**config.mk**
```make
export PLATFORM = sky130hd
export DESIGN_NAME = im_loader_flat
export DESIGN_NICKNAME = d
export VERILOG_FILES = /design/src/rtl/loader_pkg.sv /design/src/rtl/im_loader_if.sv /design/src/rtl/im_loader_uart_rx.sv /design/src/rtl/im_loader.sv /design/src/flat_wrapper.sv
export SDC_FILE = /design/constraint.sdc
export NUM_CORES = 1
export LEC_CHECK = 0
export CAP_MARGIN = 30
export CORE_UTILIZATION = 35
export DETAILED_ROUTE_END_ITERATION = 6
export SKIP_CTS_REPAIR_TIMING = 1
export SLEW_MARGIN = 20
export SYNTH_ARGS = -nofsm -noshare
export SYNTH_HDL_FRONTEND = slang
export SYNTH_SLANG_ARGS = --single-unit
```
**constraint.sdc**
```tcl
create_clock -name Clk -period 2.8 [get_ports Clk]
set_clock_uncertainty 0.05 [all_clocks]
set_input_delay 0.42 -clock Clk [delete_from_list [all_inputs] [get_ports Clk]]
set_output_delay 0.42 -clock Clk [all_outputs]
set_load 0.005 [all_outputs]
```
**src/rtl/loader_pkg.sv**
```systemverilog
// Shared types and defaults for the UART instruction-memory loader.
// Frame/receiver state encodings live here so the bench and RTL agree on names.
package loader_pkg;

  localparam int         CLK_DIV_DEF = 868;   // 100 MHz / 115200 baud
  localparam logic [7:0] HDR_DEF     = 8'hA5;

  typedef enum logic [1:0] {S_IDLE, S_CNT, S_DATA, S_CHK} frameStateT;
  typedef enum logic [1:0] {RX_IDLE, RX_START, RX_BITS, RX_STOP} rxStateT;

  // A count byte of zero encodes a full 256-word image.
  function automatic logic [8:0] wordCount(input logic [7:0] n);
    return (n == 8'd0) ? 9'd256 : {1'b0, n};
  endfunction

endpackage

```
**src/rtl/im_loader_if.sv**
```systemverilog
// Instruction-memory write port driven by the loader, consumed by the IM.
interface im_loader_if;
  logic        ImWe;
  logic [7:0]  ImWAdr;
  logic [31:0] ImWData;

  modport master (output ImWe, output ImWAdr, output ImWData);
  modport slave  (input  ImWe, input  ImWAdr, input  ImWData);
endinterface

```
**src/rtl/im_loader_uart_rx.sv**
```systemverilog
// 8N1 UART byte receiver: 2-flop synchroniser, mid-bit sampling, one-cycle
// Valid on a good stop bit and one-cycle FrameErr on a low stop bit.
module uart_rx
  import loader_pkg::*;
#(
  parameter int CLK_DIV = CLK_DIV_DEF
) (
  input  logic       Clk,
  input  logic       Reset,
  input  logic       Rx,
  output logic [7:0] Data,
  output logic       Valid,
  output logic       FrameErr
);

  localparam int CW = $clog2(CLK_DIV) + 1;

  logic          rxMeta, rxSync, rxPrev;
  rxStateT       state;
  logic [CW-1:0] tick;
  logic [2:0]    bitIdx;
  logic [7:0]    shReg;

  always_ff @(posedge Clk) begin
    if (!Reset) begin
      // Sync chain parks at the idle-high level so no false start follows reset.
      rxMeta   <= 1'b1;
      rxSync   <= 1'b1;
      rxPrev   <= 1'b1;
      state    <= RX_IDLE;
      tick     <= '0;
      bitIdx   <= '0;
      shReg    <= '0;
      Data     <= '0;
      Valid    <= 1'b0;
      FrameErr <= 1'b0;
    end else begin
      rxMeta   <= Rx;
      rxSync   <= rxMeta;
      rxPrev   <= rxSync;
      Valid    <= 1'b0;
      FrameErr <= 1'b0;
      case (state)
        RX_IDLE: begin
          if (rxPrev && !rxSync) begin
            state <= RX_START;
            tick  <= CW'(CLK_DIV / 2 - 1);
          end
        end
        RX_START: begin
          if (tick == '0) begin
            if (rxSync) begin
              state <= RX_IDLE;          // glitch, not a real start bit
            end else begin
              state  <= RX_BITS;
              tick   <= CW'(CLK_DIV - 1);
              bitIdx <= '0;
            end
          end else begin
            tick <= tick - CW'(1);
          end
        end
        RX_BITS: begin
          if (tick == '0) begin
            shReg  <= {rxSync, shReg[7:1]};
            tick   <= CW'(CLK_DIV - 1);
            bitIdx <= bitIdx + 3'd1;
            if (bitIdx == 3'd7) state <= RX_STOP;
          end else begin
            tick <= tick - CW'(1);
          end
        end
        RX_STOP: begin
          if (tick == '0) begin
            state <= RX_IDLE;
            if (rxSync) begin
              Data  <= shReg;
              Valid <= 1'b1;
            end else begin
              FrameErr <= 1'b1;
            end
          end else begin
            tick <= tick - CW'(1);
          end
        end
        default: state <= RX_IDLE;
      endcase
    end
  end

endmodule

```
**src/rtl/im_loader.sv**
```systemverilog
// UART boot loader: receives HDR, count, big-endian words and an XOR checksum,
// writes each word into instruction memory and holds the CPU while loading.
module im_loader
  import loader_pkg::*;
#(
  parameter int         CLK_DIV = CLK_DIV_DEF,
  parameter logic [7:0] HDR     = HDR_DEF
) (
  input  logic        Clk,
  input  logic        Reset,
  input  logic        Rx,
  im_loader_if.master imBus,
  output logic        CpuHold,
  output logic        Done,
  output logic        Err
);

  logic [7:0] rxData;
  logic       rxValid, rxErr;

  uart_rx #(.CLK_DIV(CLK_DIV)) uRx (
    .Clk      (Clk),
    .Reset    (Reset),
    .Rx       (Rx),
    .Data     (rxData),
    .Valid    (rxValid),
    .FrameErr (rxErr)
  );

  frameStateT state;
  logic [1:0] byteIdx;
  logic [8:0] wordsLeft;
  logic [7:0] csum;

  always_ff @(posedge Clk) begin
    if (!Reset) begin
      state         <= S_IDLE;
      byteIdx       <= '0;
      wordsLeft     <= '0;
      csum          <= '0;
      imBus.ImWe    <= 1'b0;
      imBus.ImWAdr  <= '0;
      imBus.ImWData <= '0;
      CpuHold       <= 1'b0;
      Done          <= 1'b0;
      Err           <= 1'b0;
    end else begin
      imBus.ImWe <= 1'b0;

      // The write cycle itself stays in DATA; the address advances and the
      // frame moves to CHK only once the strobe has been presented.
      if (imBus.ImWe) begin
        imBus.ImWAdr <= imBus.ImWAdr + 8'd1;
        wordsLeft    <= wordsLeft - 9'd1;
        if (wordsLeft == 9'd1) state <= S_CHK;
      end

      if (rxErr && state != S_IDLE) begin
        state   <= S_IDLE;
        byteIdx <= '0;
        CpuHold <= 1'b0;
        Done    <= 1'b0;
        Err     <= 1'b1;
      end else if (rxValid) begin
        case (state)
          S_IDLE: begin
            if (rxData == HDR) begin
              state   <= S_CNT;
              CpuHold <= 1'b1;
              Done    <= 1'b0;
              Err     <= 1'b0;
            end
          end
          S_CNT: begin
            wordsLeft    <= wordCount(rxData);
            imBus.ImWAdr <= '0;
            csum         <= '0;
            byteIdx      <= '0;
            state        <= S_DATA;
          end
          S_DATA: begin
            // HDR is ordinary payload here; first byte lands in [31:24].
            imBus.ImWData <= {imBus.ImWData[23:0], rxData};
            csum          <= csum ^ rxData;
            byteIdx       <= byteIdx + 2'd1;
            if (byteIdx == 2'd3) imBus.ImWe <= 1'b1;
          end
          S_CHK: begin
            if (rxData == csum) Done <= 1'b1;
            else                Err  <= 1'b1;
            CpuHold <= 1'b0;
            state   <= S_IDLE;
          end
          default: state <= S_IDLE;
        endcase
      end
    end
  end

endmodule

```
**src/flat_wrapper.sv**
```systemverilog
// flat-port wrapper written by rule: the top's interface ports become plain ports
module im_loader_flat import loader_pkg::*;
#(
  parameter int         CLK_DIV = CLK_DIV_DEF,
  parameter logic [7:0] HDR     = HDR_DEF
)
  (Clk, Reset, Rx, CpuHold, Done, Err, imBus_ImWe, imBus_ImWAdr, imBus_ImWData);
  im_loader_if imBus_i ();
  input  logic Clk;
  input  logic Reset;
  input  logic Rx;
  output logic CpuHold;
  output logic Done;
  output logic Err;
  output wire logic [$bits(imBus_i.ImWe)-1:0] imBus_ImWe;
  output wire logic [$bits(imBus_i.ImWAdr)-1:0] imBus_ImWAdr;
  output wire logic [$bits(imBus_i.ImWData)-1:0] imBus_ImWData;
  assign imBus_ImWe = imBus_i.ImWe;
  assign imBus_ImWAdr = imBus_i.ImWAdr;
  assign imBus_ImWData = imBus_i.ImWData;
  im_loader #(.CLK_DIV(CLK_DIV), .HDR(HDR)) u_core (.Clk(Clk), .Reset(Reset), .Rx(Rx), .imBus(imBus_i), .CpuHold(CpuHold), .Done(Done), .Err(Err));
endmodule
```
Word level (Yosys, flattened, before mapping):

Cells that the tools add are included.
Widths: inputs -> output; s select.

* bits in registers: 102
* output and inout bits: 44
* word-level logic and storage cells: 125
* bits of input ports: 3

* eq/ne operators: 23
* bitwise gates (word level): 5
* reduce and logical (&&, ||, !) cells: 27
* $add $sub $neg: 5
* multiplexer cells: 45

Operators with widths (number)
* $mux 11: 5
* $mux 9: 5
* $pmux 11 s4: 1
* $mux 8: 4
* $mux 2: 10
* $reduce_and 3->1: 6
* $pmux 8 s2: 1
* $ne 2x2->1 const B: 7
* $reduce_and 4->1: 3
* $logic_not 11->1: 1
* $sub 11x1->11 const B: 1
* $eq 2x2->1 const B: 5
* $reduce_bool 2->1: 5
* $eq 9x1->1 const B: 1
* $mux 1: 9
* $mux 3: 3
* $sub 9x1->9 const B: 1
* $add 8x1->8 const B: 1
* $eq 8x8->1: 1
* $eq 8x8->1 const B: 1
* $logic_not 8->1: 1
* $pmux 2 s4: 1
* $xor 8x8->8: 1
* $pmux 1 s2: 3
* 20 further kinds: 28

Longest topological paths before layout:

* word-level depth: 6
* gate-level depth with buffers: 8
* gate-level depth less buffers: 7

Cells and area by module:

A second synthesis with hierarchy kept.

* cell total of the unflattened synthesis: 545
* area, all modules: 4653.2 um^2

Modules (own cells, without submodules)
* im_loader: area each 2822.7 um^2, cells an instance 340, times used 1, sequential area each 1301.2 um^2
* uart_rx: area each 1830.5 um^2, cells an instance 205, times used 1, sequential area each 740.7 um^2

Worst setup path before layout:

OpenSTA, ideal clock, no wires.

* path kind: register to register
* start point: register u_core.uRx.tick[0]
* end point: register u_core.uRx.tick[9]
* buffers on the path: 1
* cell stages (with the launch flop): 9
* slack: 0.789 ns
* setup time: 0.119 ns
* data arrival time: 1.842 ns
* data required time: 2.631 ns
* period minus slack after synthesis: 2.011 ns
* cell sequence: dfxtp_1 > inv_1 > ha_1 > or4b_1 > nor2_1 > a31o_2 > buf_4 > a21oi_1 > o221a_2

* longest elaborated chain between the ends: 3
* elaborated cells on any way between the ends: 9
* those cells by class: add/sub: 1; eq/ne: 2; mux: 4; reduce/logical: 2

RTL lines
* start: declaration: line im_loader_uart_rx.sv:20 `logic [CW-1:0] tick;`
* start signal: assignment: line im_loader_uart_rx.sv:47 `tick <= CW'(CLK_DIV / 2 - 1);`
* start signal: assignment: line im_loader_uart_rx.sv:56 `tick <= CW'(CLK_DIV - 1);`
* start signal: assignment: line im_loader_uart_rx.sv:60 `tick <= tick - CW'(1);`
* $sub 11x1->11 / $logic_not 11->1 (equally long branches)
* $mux 11 (tied with other cells): line im_loader_uart_rx.sv:74 `if (tick == '0) begin`
* $pmux 11 s4 / $reduce_and 3->1 (equally long branches)

Parallel ways exist; a longest one is shown, timed or not. The select of a mux whose other input is x is not followed.
A chain may end at the register's enable or synchronous reset.

==> results.rst <==
.. list-table::
   :header-rows: 1

   * - Metric
     - Value
   * - Outcome
     - finished clean
   * - Detail-routed via count per cell
     - just over 5
   * - Max Fclk
     - 434 MHz
   * - Max clock buf depth
     - 2
   * - First-pass GRT wire length
     - roughly 17000 um
   * - Share of layout cells above drive strength 1
     - 0.0668
   * - Setup repair after global routing missed its margin
     - false
   * - Depth of the most critical reg-to-reg path
     - 7
   * - Final HPWL from detailed placement
     - between 7000 and 8000 um
   * - Setup violations, final
     - 0
   * - Crit path max-delay family
     - simple AND/OR/NAND/NOR gates
   * - Post-Synthesis Mean Instance Area
     - 8.20 um^2
   * - Total number of nets in the final design
     - a little over 600
   * - Placer Congestion
     - approximately 0.85
   * - Area growth, synth to finish
     - 19.8%
   * - Mapped Cells
     - around 560
   * - Vias after detailed routing
     - 3991
   * - Post-synth top flop
     - sky130_fd_sc_hd__dfxtp_1
   * - Synthesized Nets
     - about 580
   * - Number of warnings printed during yosys synthesis
     - 0
   * - Die Width
     - ~120 um
   * - Cell type of the slowest stage on the worst timing path
     - sky130_fd_sc_hd__or4b_1
   * - Max-cap check violation count
     - 0
   * - Max FO, Critical Path
     - 7
   * - Pre-CTS setup slack
     - around 0.55 ns
   * - FF-to-FF setup slack
     - around 0.50 ns
   * - CP peak stage delay
     - between 0.5 and 0.6 ns
   * - Ant diodes
     - 0
   * - Clock Pin Slew Worst Setup and Hold Paths
     - ~0.070 ns
   * - Post-detailed-route wirelength per cell
     - approximately 14 um
   * - Inst Count DP
     - around 760
   * - Period utilization
     - 0.822
   * - H-Tree Depth
     - 3
   * - Power density over the cells
     - 577 nW/um^2
   * - Fin crit period
     - approximately 2.3 ns
   * - Total area of multi-input combinational cells
     - roughly 2300 um^2
   * - Number of enable-type register cells in the synthesized netlist
     - 0
   * - Min-delay worst type
     - flip-flop to flip-flop
   * - DRT antenna net count
     - 0
   * - Initial antenna violation count
     - 0
   * - Total Wirelength
     - 10400 um
   * - Headroom to the max-slew limit
     - 0.485
   * - Total gr overflow
     - 0
   * - Cell depth of the worst min-delay path
     - 1
   * - Maximum number of pins on one net before global-route repair
     - 35
   * - Starting utilization of the core area
     - 0.362
   * - Endpoint arrival time on the critical path
     - about 2.5 ns
   * - TritonCTS clock tree
     - built
   * - Gr usage total
     - 0.157
   * - Final TNS setup
     - 0 ns
   * - Register bit total from synthesis
     - approximately 100
   * - Ports
     - 47
   * - Final hold violation count
     - 0
   * - Fin util
     - 0.433
   * - Type of the worst setup path
     - flip-flop to flip-flop
   * - Y dimension of the die
     - 116 um
   * - Final-report max-slew violation count
     - 0
   * - Fraction of registers with async set/reset
     - 0
   * - Worst Tran Pin Value
     - approximately 0.76 ns
   * - Leakage power figure
     - 1.94 nW
   * - Worst skew pair latency
     - about 0.34 ns
   * - Most used cells in the layout excluding fill and tap cells
     - sky130_fd_sc_hd__dfxtp_1 (102), sky130_fd_sc_hd__nand2_1 (99), sky130_fd_sc_hd__a21oi_1 (72), sky130_fd_sc_hd__clkdlybuf4s50_1 (46), sky130_fd_sc_hd__nor2_1 (38)
   * - Number of buffers added on ports
     - 46
   * - Data required time of the worst path
     - 2.96 ns
   * - Final-layout fill cell count
     - 1273
   * - Crit end category
     - flip-flop
   * - Die Footprint
     - ~14000 um^2
   * - Final Non-Filler Cells
     - just under 800
   * - Mapped cell area
     - 4580 um^2
   * - Buffer and inverter count on the worst path
     - 1
   * - Most common library cell in the layout ignoring fill and taps
     - sky130_fd_sc_hd__dfxtp_1
   * - Worst setup margin
     - 0.497 ns
   * - Detailed-routing iteration count for the pre-antenna-repair pass
     - 4
   * - Number of sinks on the clock net
     - around 100
   * - Critical Path Source Type
     - flip-flop
   * - Vias in the first global route
     - between 3000 and 4000
   * - End point of the most critical hold path
     - u_core.uRx.rxSync
   * - First element of the critical path
     - u_core.uRx.tick[0]
   * - Reg2reg start
     - u_core.uRx.tick[0]
   * - Area occupied by registers
     - approximately 2000 um^2
   * - Violation count after the first detailed-route iteration
     - 250
   * - Max VDD drop
     - between 0.3 and 0.4 mV
   * - Worst hold start
     - u_core.uRx.rxMeta
   * - Clk root buf
     - sky130_fd_sc_hd__clkbuf_16
   * - DRC violation count after routing
     - 0
   * - Row count
     - a little over 40
   * - Area of the core
     - about 13000 um^2
   * - Chain of cells forming the critical path
     - inv_1 -> ha_1 -> or4b_1 -> nor3_4 -> o21bai_1 -> o311ai_0 -> o41ai_1
   * - Number of CTS-inserted buffers
     - 9
   * - Part of the Yosys area used for sequential elements
     - 0.446
   * - Count of cell types in the netlist
     - slightly below 60
==> how the worst max path moves through the flow <==
| stage | end | slack (ns) | depth (start not counted) |
|---|---|---|---|
| 2_1_floorplan | u_core.uRx.tick[9] | 0.79 | 8 |
| 3_3_place_gp | u_core.uRx.shReg[2] | 0.64 | 8 |
| 3_5_place_dp | flip-flop | 0.55 | 7 |
| 4_1_cts | flip-flop | 0.53 | 7 |
| 5_1_grt | flip-flop | 0.33 | 7 |
| 6_report | flip-flop | 0.50 | 7 |
==> cell usage after synthesis, types with 2 or more instances <==
cell type | number | area [um^2]
sky130_fd_sc_hd__or4_1 | 5 | 37.5
sky130_fd_sc_hd__inv_1 | 17 | 63.8
sky130_fd_sc_hd__or2_2 | 2 | 12.5
sky130_fd_sc_hd__ha_1 | 17 | 213
sky130_fd_sc_hd__a32oi_1 | 3 | 26.3
sky130_fd_sc_hd__o41ai_1 | 2 | 17.5
sky130_fd_sc_hd__o2111ai_1 | 3 | 26.3
sky130_fd_sc_hd__o31ai_1 | 5 | 37.5
sky130_fd_sc_hd__o21ai_0 | 22 | 110
sky130_fd_sc_hd__nor4_1 | 6 | 37.5
sky130_fd_sc_hd__o21bai_1 | 2 | 15.0
sky130_fd_sc_hd__buf_2 | 4 | 20.0
sky130_fd_sc_hd__nor2b_1 | 9 | 56.3
sky130_fd_sc_hd__nor3_1 | 10 | 50.1
sky130_fd_sc_hd__xor2_1 | 9 | 78.8
sky130_fd_sc_hd__o22ai_1 | 2 | 12.5
sky130_fd_sc_hd__nand2b_1 | 6 | 37.5
sky130_fd_sc_hd__mux2i_1 | 2 | 20.0
sky130_fd_sc_hd__buf_1 | 4 | 15.0
sky130_fd_sc_hd__a21oi_1 | 72 | 360
sky130_fd_sc_hd__clkbuf_1 | 24 | 90.1
sky130_fd_sc_hd__nand2_1 | 99 | 372
sky130_fd_sc_hd__a21o_1 | 2 | 15.0
sky130_fd_sc_hd__or3_1 | 4 | 25.0
sky130_fd_sc_hd__dfxtp_1 | 102 | 2040
sky130_fd_sc_hd__nand4_1 | 8 | 50.1
sky130_fd_sc_hd__o221a_2 | 3 | 33.8
sky130_fd_sc_hd__nor3b_1 | 4 | 30.0
sky130_fd_sc_hd__nor2_1 | 38 | 143
sky130_fd_sc_hd__a211oi_1 | 7 | 52.6
sky130_fd_sc_hd__nand3_1 | 22 | 110
sky130_fd_sc_hd__a31oi_1 | 5 | 31.3
sky130_fd_sc_hd__xnor2_1 | 10 | 87.6
sky130_fd_sc_hd__and3_1 | 3 | 18.8
sky130_fd_sc_hd__nor4b_1 | 2 | 17.5
==> stage by stage <==
step	cell area [um^2]	total power, mW	hold slack, ns
2_1_floorplan	4580	1.93	0.336
6_report	5490	3.17	0.391
5_1_grt	5490	3.32	0.416
4_1_cts	5490	3.21	0.400
3_3_place_gp	5220	2.02	0.351
3_5_place_dp	5220	2.03	0.376
==> kinds of logic after synthesis <==
group                      share of synthesized area
AOI/OAI and AO/OA                              0.192
xor gates and xnor gates                      0.0363
adders and majority gates                     0.0464
buffers and inverters                         0.0440
DFF                                            0.446
muxes                                        0.00437
and+or+nand+nor                                0.231
==> layout make-up <==
class                           count  area share
Multi-Input combinational cell    406       0.426
Clock inverter                      5     0.00638
Clock buffer                       10      0.0435
Inverter                           17      0.0116
Tap cell                          172      0.0392
Timing Repair Buffer               59       0.102
Sequential cell                   102       0.372
==> layer usage <==
| metal | vias up | routed length [um] | GRT usage |
|---|---|---|---|
| met5 | - | 0 | 0 |
| met4 | 0 | 84 | 0.0547 |
| met3 | 9 | 277 | 0.0358 |
| met2 | 74 | 5090 | 0.258 |
| met1 | 1874 | 4960 | 0.202 |
| li1 | 2034 | - | - |
==> worst register-to-register path: stages (launching register included) <==
cell	delay [ns]
sky130_fd_sc_hd__dfxtp_1	0.33
sky130_fd_sc_hd__inv_1	0.09
sky130_fd_sc_hd__ha_1	0.17
sky130_fd_sc_hd__or4b_1	0.56
sky130_fd_sc_hd__nor3_4	0.31
sky130_fd_sc_hd__o21bai_1	0.18
sky130_fd_sc_hd__o311ai_0	0.36
sky130_fd_sc_hd__o41ai_1	0.13
==> state kept, by name, summed over array words and instances, names as in the netlist, 2 cells and up, named ones only <==
signal                flops
u_core.wordsLeft          9
u_core.uRx.shReg          8
u_core.imBus.ImWAdr       8
u_core.state              2
u_core.uRx.tick          11
u_core.byteIdx            2
u_core.uRx.bitIdx         3
u_core.imBus.ImWData     32
u_core.csum               8
u_core.uRx.Data           8
==> where the power goes <==
| group | internal (mW) | switching (mW) |
|---|---|---|
| clock network | 0.624 | 0.537 |
| logic | 0.178 | 0.301 |
| registers | 1.48 | 0.0433 |
| total | 2.29 | 0.882 |
No activity file was read; power rests on OpenSTA's default activity.
